`src/rtl/kgp_fetch_pkg.sv`:
```
// Shared definitions for the instruction fetch slice.
//   DEF_ADDR_W / DEF_INSTR_W : default PC and instruction widths
//   NOP_INSTR                : value held in empty instruction slots
//   clog2()                  : elaboration-time ceil(log2) for pointer sizing
package kgp_fetch_pkg;

    localparam int          DEF_ADDR_W  = 32;
    localparam int          DEF_INSTR_W = 32;
    localparam logic [31:0] NOP_INSTR   = 32'h0;

    function automatic int clog2(input int value);
        int result;
        result = 0;
        while ((1 << result) < value) result++;
        return result;
    endfunction

endpackage

```
`src/rtl/fetch_slot_array.sv`:
```
// DEPTH-entry register file of fetch slots, each holding {pc, instr, filled}.
//   clk, reset          : clock, synchronous active-high reset
//   clear               : drop every filled bit (redirect)
//   alloc_en/idx/pc     : claim a slot for a newly issued request
//   fill_en/idx/instr   : write returned instruction data, mark slot filled
//   pop_en, head_idx    : release the head slot; head_idx also selects the read
//   head_pc/instr/filled: contents of the head slot
module fetch_slot_array
    import kgp_fetch_pkg::*;
#(
    parameter  int DEPTH   = 4,
    parameter  int ADDR_W  = DEF_ADDR_W,
    parameter  int INSTR_W = DEF_INSTR_W,
    localparam int IDX_W   = clog2(DEPTH)
) (
    input  logic               clk,
    input  logic               reset,
    input  logic               clear,
    input  logic               alloc_en,
    input  logic [IDX_W-1:0]   alloc_idx,
    input  logic [ADDR_W-1:0]  alloc_pc,
    input  logic               fill_en,
    input  logic [IDX_W-1:0]   fill_idx,
    input  logic [INSTR_W-1:0] fill_instr,
    input  logic               pop_en,
    input  logic [IDX_W-1:0]   head_idx,
    output logic [ADDR_W-1:0]  head_pc,
    output logic [INSTR_W-1:0] head_instr,
    output logic               head_filled
);

    logic [ADDR_W-1:0]  pc_all     [DEPTH];
    logic [INSTR_W-1:0] instr_all  [DEPTH];
    logic               filled_all [DEPTH];

    // The buffer's pointer discipline keeps alloc, fill and pop on distinct
    // slots in any one cycle, so the per-slot priority below only matters
    // for clear.
    for (genvar i = 0; i < DEPTH; i++) begin : g_slot
        logic [ADDR_W-1:0]  pc;
        logic [INSTR_W-1:0] instr;
        logic               filled;

        always_ff @(posedge clk) begin
            if (reset) begin
                pc     <= '0;
                instr  <= INSTR_W'(NOP_INSTR);
                filled <= 1'b0;
            end else begin
                if (alloc_en && alloc_idx == IDX_W'(i)) pc <= alloc_pc;
                if (fill_en && fill_idx == IDX_W'(i)) instr <= fill_instr;
                if (clear)                                  filled <= 1'b0;
                else if (alloc_en && alloc_idx == IDX_W'(i)) filled <= 1'b0;
                else if (fill_en && fill_idx == IDX_W'(i))   filled <= 1'b1;
                else if (pop_en && head_idx == IDX_W'(i))    filled <= 1'b0;
            end
        end

        assign pc_all[i]     = pc;
        assign instr_all[i]  = instr;
        assign filled_all[i] = filled;
    end

    assign head_pc     = pc_all[head_idx];
    assign head_instr  = instr_all[head_idx];
    assign head_filled = filled_all[head_idx];

endmodule

```
`src/rtl/fetch_buffer.sv`:
```
// Instruction fetch stage: issues one word read per cycle for the current PC,
// collects in-order responses into a DEPTH-slot buffer and hands {pc, instr}
// to decode. A flush discards buffered and in-flight fetches; stale responses
// still owed by memory are counted and thrown away as they arrive.
//   clk, reset                   : clock, synchronous active-high reset
//   pc_in, pc_valid, pc_advance  : PC source; pc_advance = request accepted
//   imem_req_valid/addr/ready    : memory read request channel
//   imem_rsp_valid/data          : in-order read responses
//   flush                        : redirect, kills everything in the buffer
//   out_valid/instr/pc/ready     : decode channel
module fetch_buffer
    import kgp_fetch_pkg::*;
#(
    parameter int DEPTH   = 4,
    parameter int ADDR_W  = DEF_ADDR_W,
    parameter int INSTR_W = DEF_INSTR_W
) (
    input  logic               clk,
    input  logic               reset,
    input  logic [ADDR_W-1:0]  pc_in,
    input  logic               pc_valid,
    output logic               pc_advance,
    output logic               imem_req_valid,
    output logic [ADDR_W-1:0]  imem_req_addr,
    input  logic               imem_req_ready,
    input  logic               imem_rsp_valid,
    input  logic [INSTR_W-1:0] imem_rsp_data,
    input  logic               flush,
    output logic               out_valid,
    output logic [INSTR_W-1:0] out_instr,
    output logic [ADDR_W-1:0]  out_pc,
    input  logic               out_ready
);

    localparam int IDX_W  = clog2(DEPTH);
    localparam int PTR_W  = IDX_W + 1;
    // Back-to-back flushes can stack stale responses beyond DEPTH; headroom
    // of 16x covers any realistic memory pipeline.
    localparam int DROP_W = PTR_W + 4;
    localparam logic [PTR_W-1:0] FULL_OCC = PTR_W'(DEPTH);

    logic [PTR_W-1:0]  alloc_ptr, fill_ptr, head_ptr;
    logic [PTR_W-1:0]  occupancy, in_flight;
    logic [DROP_W-1:0] drop_cnt;
    logic              outstanding, rsp_drop, rsp_fill, rsp_used;
    logic              issue, pop, head_filled;

    assign occupancy   = alloc_ptr - head_ptr;
    assign in_flight   = alloc_ptr - fill_ptr;
    assign outstanding = in_flight != '0;

    // Stale responses are consumed first; only then does data land in a slot.
    assign rsp_drop = imem_rsp_valid && drop_cnt != '0;
    assign rsp_fill = imem_rsp_valid && drop_cnt == '0 && outstanding && !flush;
    assign rsp_used = imem_rsp_valid && (drop_cnt != '0 || outstanding);

    assign imem_req_valid = !reset && pc_valid && !flush && occupancy != FULL_OCC;
    assign imem_req_addr  = pc_in;
    assign issue          = imem_req_valid && imem_req_ready;
    assign pc_advance     = issue;

    assign out_valid = !reset && !flush && head_filled && occupancy != '0;
    assign pop       = out_valid && out_ready;

    always_ff @(posedge clk) begin
        if (reset) begin
            alloc_ptr <= '0;
            fill_ptr  <= '0;
            head_ptr  <= '0;
            drop_cnt  <= '0;
        end else if (flush) begin
            alloc_ptr <= '0;
            fill_ptr  <= '0;
            head_ptr  <= '0;
            // Everything still owed becomes stale. A response landing in the
            // flush cycle retires one of those, whether it was already stale
            // or belonged to the stream being killed.
            drop_cnt  <= drop_cnt + DROP_W'(in_flight) - DROP_W'(rsp_used);
        end else begin
            alloc_ptr <= alloc_ptr + PTR_W'(issue);
            fill_ptr  <= fill_ptr + PTR_W'(rsp_fill);
            head_ptr  <= head_ptr + PTR_W'(pop);
            drop_cnt  <= drop_cnt - DROP_W'(rsp_drop);
        end
    end

    fetch_slot_array #(
        .DEPTH   (DEPTH),
        .ADDR_W  (ADDR_W),
        .INSTR_W (INSTR_W)
    ) u_slots (
        .clk         (clk),
        .reset       (reset),
        .clear       (flush),
        .alloc_en    (issue),
        .alloc_idx   (alloc_ptr[IDX_W-1:0]),
        .alloc_pc    (pc_in),
        .fill_en     (rsp_fill),
        .fill_idx    (fill_ptr[IDX_W-1:0]),
        .fill_instr  (imem_rsp_data),
        .pop_en      (pop),
        .head_idx    (head_ptr[IDX_W-1:0]),
        .head_pc     (out_pc),
        .head_instr  (out_instr),
        .head_filled (head_filled)
    );

    // A response with nothing owed means memory broke the request/response pairing.
    a_rsp_owed: assert property (@(posedge clk) disable iff (reset)
        imem_rsp_valid |-> (drop_cnt != '0 || outstanding));

endmodule

```
`config.mk`:
```
export PLATFORM = sky130hd
export DESIGN_NAME = fetch_buffer
export DESIGN_NICKNAME = d
export VERILOG_FILES = /design/src/rtl/kgp_fetch_pkg.sv /design/src/rtl/fetch_slot_array.sv /design/src/rtl/fetch_buffer.sv
export SDC_FILE = /design/constraint.sdc
export NUM_CORES = 1
export LEC_CHECK = 0
export CAP_MARGIN = 20
export CORE_UTILIZATION = 60
export CTS_BUF_LIST = sky130_fd_sc_hd__clkbuf_4 sky130_fd_sc_hd__clkbuf_8
export DETAILED_ROUTE_END_ITERATION = 7
export HOLD_SLACK_MARGIN = 0.06
export PLACE_DENSITY_LB_ADDON = 0.15
export SETUP_SLACK_MARGIN = 0.4
export SLEW_MARGIN = 0
export SYNTH_ARGS = -nofsm -noshare
export SYNTH_HDL_FRONTEND = slang
export SYNTH_HIERARCHICAL = 1
export SYNTH_SLANG_ARGS = --single-unit
```
`constraint.sdc`:
```
create_clock -name clk -period 9.4 [get_ports clk]
set_input_delay 1.88 -clock clk [delete_from_list [all_inputs] [get_ports clk]]
set_output_delay 1.88 -clock clk [all_outputs]
set_load 0.01 [all_outputs]
```
==> summary.txt <==
Route
  – Initial DRC count: 677
  – Post-route ant nets: 0
  – Top sig layer: met4
  – Avg Vias per Cell: 5.57
  – Final WL: 29300 µm
  – Routed WL per cell: 16.4 µm
  – Via count: 9969
  – Met1 WL: 12200 µm
  – DR DRC count: 0
  – TritonRoute pass-1 iters: 5
  – Met3 WL: 2050 µm
  – Metal2 WL: 14400 µm

Worst hold path
  – Worst hold start: u_slots/g_slot[3].instr[24]$_SDFFE_PP0P_
  – Tightest Hold Check Type: reg2reg
  – Hold path depth: 2
  – WHS Endpoint: u_slots/g_slot[3].instr[24]$_SDFFE_PP0P_

STA
  – Slew Limit Fails: 0
  – Worst Max-Slew Pin Slew: 0.958 ns
  – Setup violators final: 0
  – Rel. slew slack: 0.357
  – Clock Skew: 0.0276 ns
  – RSZ-0062 raised after global routing: no
  – Final hold viol count: 0
  – Post-route clock period utilization: 0.625
  – Minimum period implied by the final worst setup slack: 5.87 ns
  – Maximum clock frequency: 0.170 GHz
  – Setup TNS: 0 ns

Power
  – Seq pwr share: 0.455
  – Sw Pwr: 0.000639 W
  – Lkg Pwr: 4.84 nW
  – Combinational share of power: 0.116
  – Sw Share: 0.242
  – Power share of the clock group: 0.428
  – Cell internal pwr: 0.00200 W
  – VDD IR-drop max: 141 µV
  – Pwr/cell area: 182 nW/µm²

Critical path
  – Critical path type: in2out
  – Worst r2r path cells: 12
  – Critical Path, Cell by Cell: clkdlybuf4s50_1 -> buf_4 -> nor2_1 -> o211a_1 -> and2_1 -> clkdlybuf4s50_1
  – Most frequent CP cell: clkdlybuf4s50_1
  – Data required, critical path: 7.52 ns
  – Crit. End Element: primary output
  – Slowest stage delay, CP: 0.60 ns
  – CP max stage cell: clkdlybuf4s50_1
  – CP max FO: 25
  – Critical path arrival: 3.99 ns
  – Worst r2r src: alloc_ptr[0]$_SDFF_PP0_
  – CP delay by family, top: buffers and inverters
  – Reg2reg setup slack: 5.37 ns
  – Buf/Inv on CP: 3
  – Reg2reg end: u_slots/g_slot[1].instr[2]$_SDFFE_PP0P_
  – Startpoint Class: input pin

GRT
  – Global-route wire length before repair: 46400 µm
  – Global route overflow: 0
  – Antenna violations before repair: 0
  – All-Layer GR Usage: 0.286
  – Vias in the first global route: 9670
  – Largest net degree at the start of global routing: 94

Final layout
  – Area growth from synthesis to layout: 20.1%
  – Cell area after layout: 14500 µm²
  – Sequential Area: 5530 µm²
  – Most common cell after layout, fill and taps aside: nand2_1
  – Most frequent cells in the layout: nand2_1, dfxtp_1, a21oi_1
  – # fillers: 1467
  – Fraction of layout cells with a size suffix above 1: 0.119
  – Layout net count: 1585
  – Multi-input logic area: 5720 µm²
  – N_diodes: 0

Die
  – Die Footprint: 20700 µm²
  – DIE HEIGHT: 144 µm
  – Cell Rows: 51
  – Die width: 144 µm
  – I/O Pins: 170
  – Core Footprint: 19600 µm²
  – Initial Util: 0.615

Logic synthesis
  – YS warnings: 6
  – Synth cell types: 41
  – EDFF count, synth: 0
  – Syn avg cell area: 8.64 µm²
  – Mapped Nets: 1491
  – Fraction of registers with async set/reset: 0
  – Mapped Cells: 1395
  – Post-synthesis sequential area ratio: 0.458
  – FF+latch count, synth: 276
  – Synth Cell Area: 12100 µm²
  – Primary FF master, synth: dfxtp_1

Clock network
  – CTS Buf Count: 46
  – CTS max path bufs: 3
  – H-tree Lvls: 2
  – # clock sinks: 276
  – Clock Tree Root: clkbuf_8
  – Post-CTS Setup Bufs: 0
  – Clock-pin slew on the worst setup and hold paths: 0.05 ns
  – CTS resizes: 0
  – # hold bufs at CTS: 0
  – Worst skew pair latency: 0.55 ns
  – CTS tree: done

Place
  – Post-DP HPWL: 16600 µm
  – Placed instance area: 13500 µm²
  – I/O Buffers: 169
  – Gpl congestion: 0.786

Flow run
  – Max Cap Violations: 0

Status
  – Status: finished clean
-- state kept, by name (all words and copies together), names as in the netlist --
register,flops
drop_cnt,7
head_ptr,3
u_slots/g_slot.filled,4
alloc_ptr,3
fill_ptr,3
u_slots/g_slot.pc,128
u_slots/g_slot.instr,128
-- worst max-delay path by stage --
stage | cells after the start | from | slack, ns | to
floorplan | 4 | flush | 4.71 | pc_advance
global placement | 6 | flush | 3.56 | pc_advance
detailed placement | 6 | flush | 3.55 | pc_advance
CTS | 6 | flush | 3.52 | pc_advance
global route | 6 | flush | 3.33 | pc_advance
finish | 6 | flush | 3.53 | pc_advance
-- power groups by stage --
stage | Combinational [W] | Sequential, W | Clock [W]
finish | 0.000306 | 0.00120 | 0.00113
global route | 0.000342 | 0.00120 | 0.00121
global placement | 0.000298 | 0.00123 | 0
detailed placement | 0.000307 | 0.00123 | 0
floorplan | 0.000214 | 0.00122 | 0
CTS | 0.000308 | 0.00120 | 0.00115
-- cell usage after synthesis, types with 4 or more instances --
| library cell | count | share of area |
|---|---|---|
| dfxtp_1 | 276 | 0.46 |
| and2_1 | 8 | 0.0042 |
| buf_2 | 52 | 0.022 |
| nand2_1 | 521 | 0.16 |
| ha_1 | 23 | 0.024 |
| xor2_1 | 4 | 0.0029 |
| clkbuf_1 | 40 | 0.012 |
| buf_6 | 6 | 0.0056 |
| nor4_1 | 4 | 0.0021 |
| nor3_1 | 4 | 0.0017 |
| a21oi_1 | 265 | 0.11 |
| nand3_1 | 5 | 0.0021 |
| nand3b_1 | 6 | 0.0037 |
| buf_4 | 38 | 0.024 |
| inv_1 | 19 | 0.0059 |
| a211oi_1 | 4 | 0.0025 |
| and3b_1 | 4 | 0.0029 |
| mux4_2 | 65 | 0.12 |
| nor2_1 | 13 | 0.0040 |
| xnor2_1 | 11 | 0.0080 |
-- routing by layer --
layer | vias to the layer above | global-route usage
met1 | 4703 | 0.364
li1 | 4828 | -
met2 | 384 | 0.490
met4 | 0 | 0.104
met3 | 54 | 0.0460
met5 | - | 0
-- kinds of logic after synthesis --
kind of cell | synth area share
flip-flops | 0.458
XOR/XNOR | 0.0109
AND/OR/NAND/NOR | 0.192
adder cells (fa/ha/maj) | 0.0272
AO/OA/AOI/OAI | 0.119
buffers and inverters | 0.0698
multiplexers | 0.123
-- metrics by stage --
step           setup slack [ns]  cells  utilization  power [W]  hold slack (ns)
2_1_floorplan              4.71   1395            -    0.00144            0.433
3_3_place_gp               3.56   1706        0.687    0.00152            0.439
3_5_place_dp               3.55   1706        0.687    0.00153            0.444
4_1_cts                    3.52   1790        0.739    0.00265            0.451
5_1_grt                    3.33   1790        0.739    0.00275            0.468
6_report                   3.53   1790        0.739    0.00264            0.452
-- worst register-to-register path, delay by kind of cell, from the launching register on --
family	cells	cell delay, ns
adders and majority gates	2	0.60
xor gates and xnor gates	2	0.31
buffers and inverters	2	0.62
DFF	1	0.51
AOI/OAI and AO/OA	1	0.07
and+or+nand+nor	5	1.78
-- cell type report --
cell class,count,share of cell area
multi-input cells,962,0.395
flip-flops and latches,276,0.382
repair buffers,183,0.124
clock buffers,79,0.0690
well taps,265,0.0229
inverters,20,0.00518
clock inverters,5,0.00190
No activity file was read; power rests on OpenSTA's default activity.
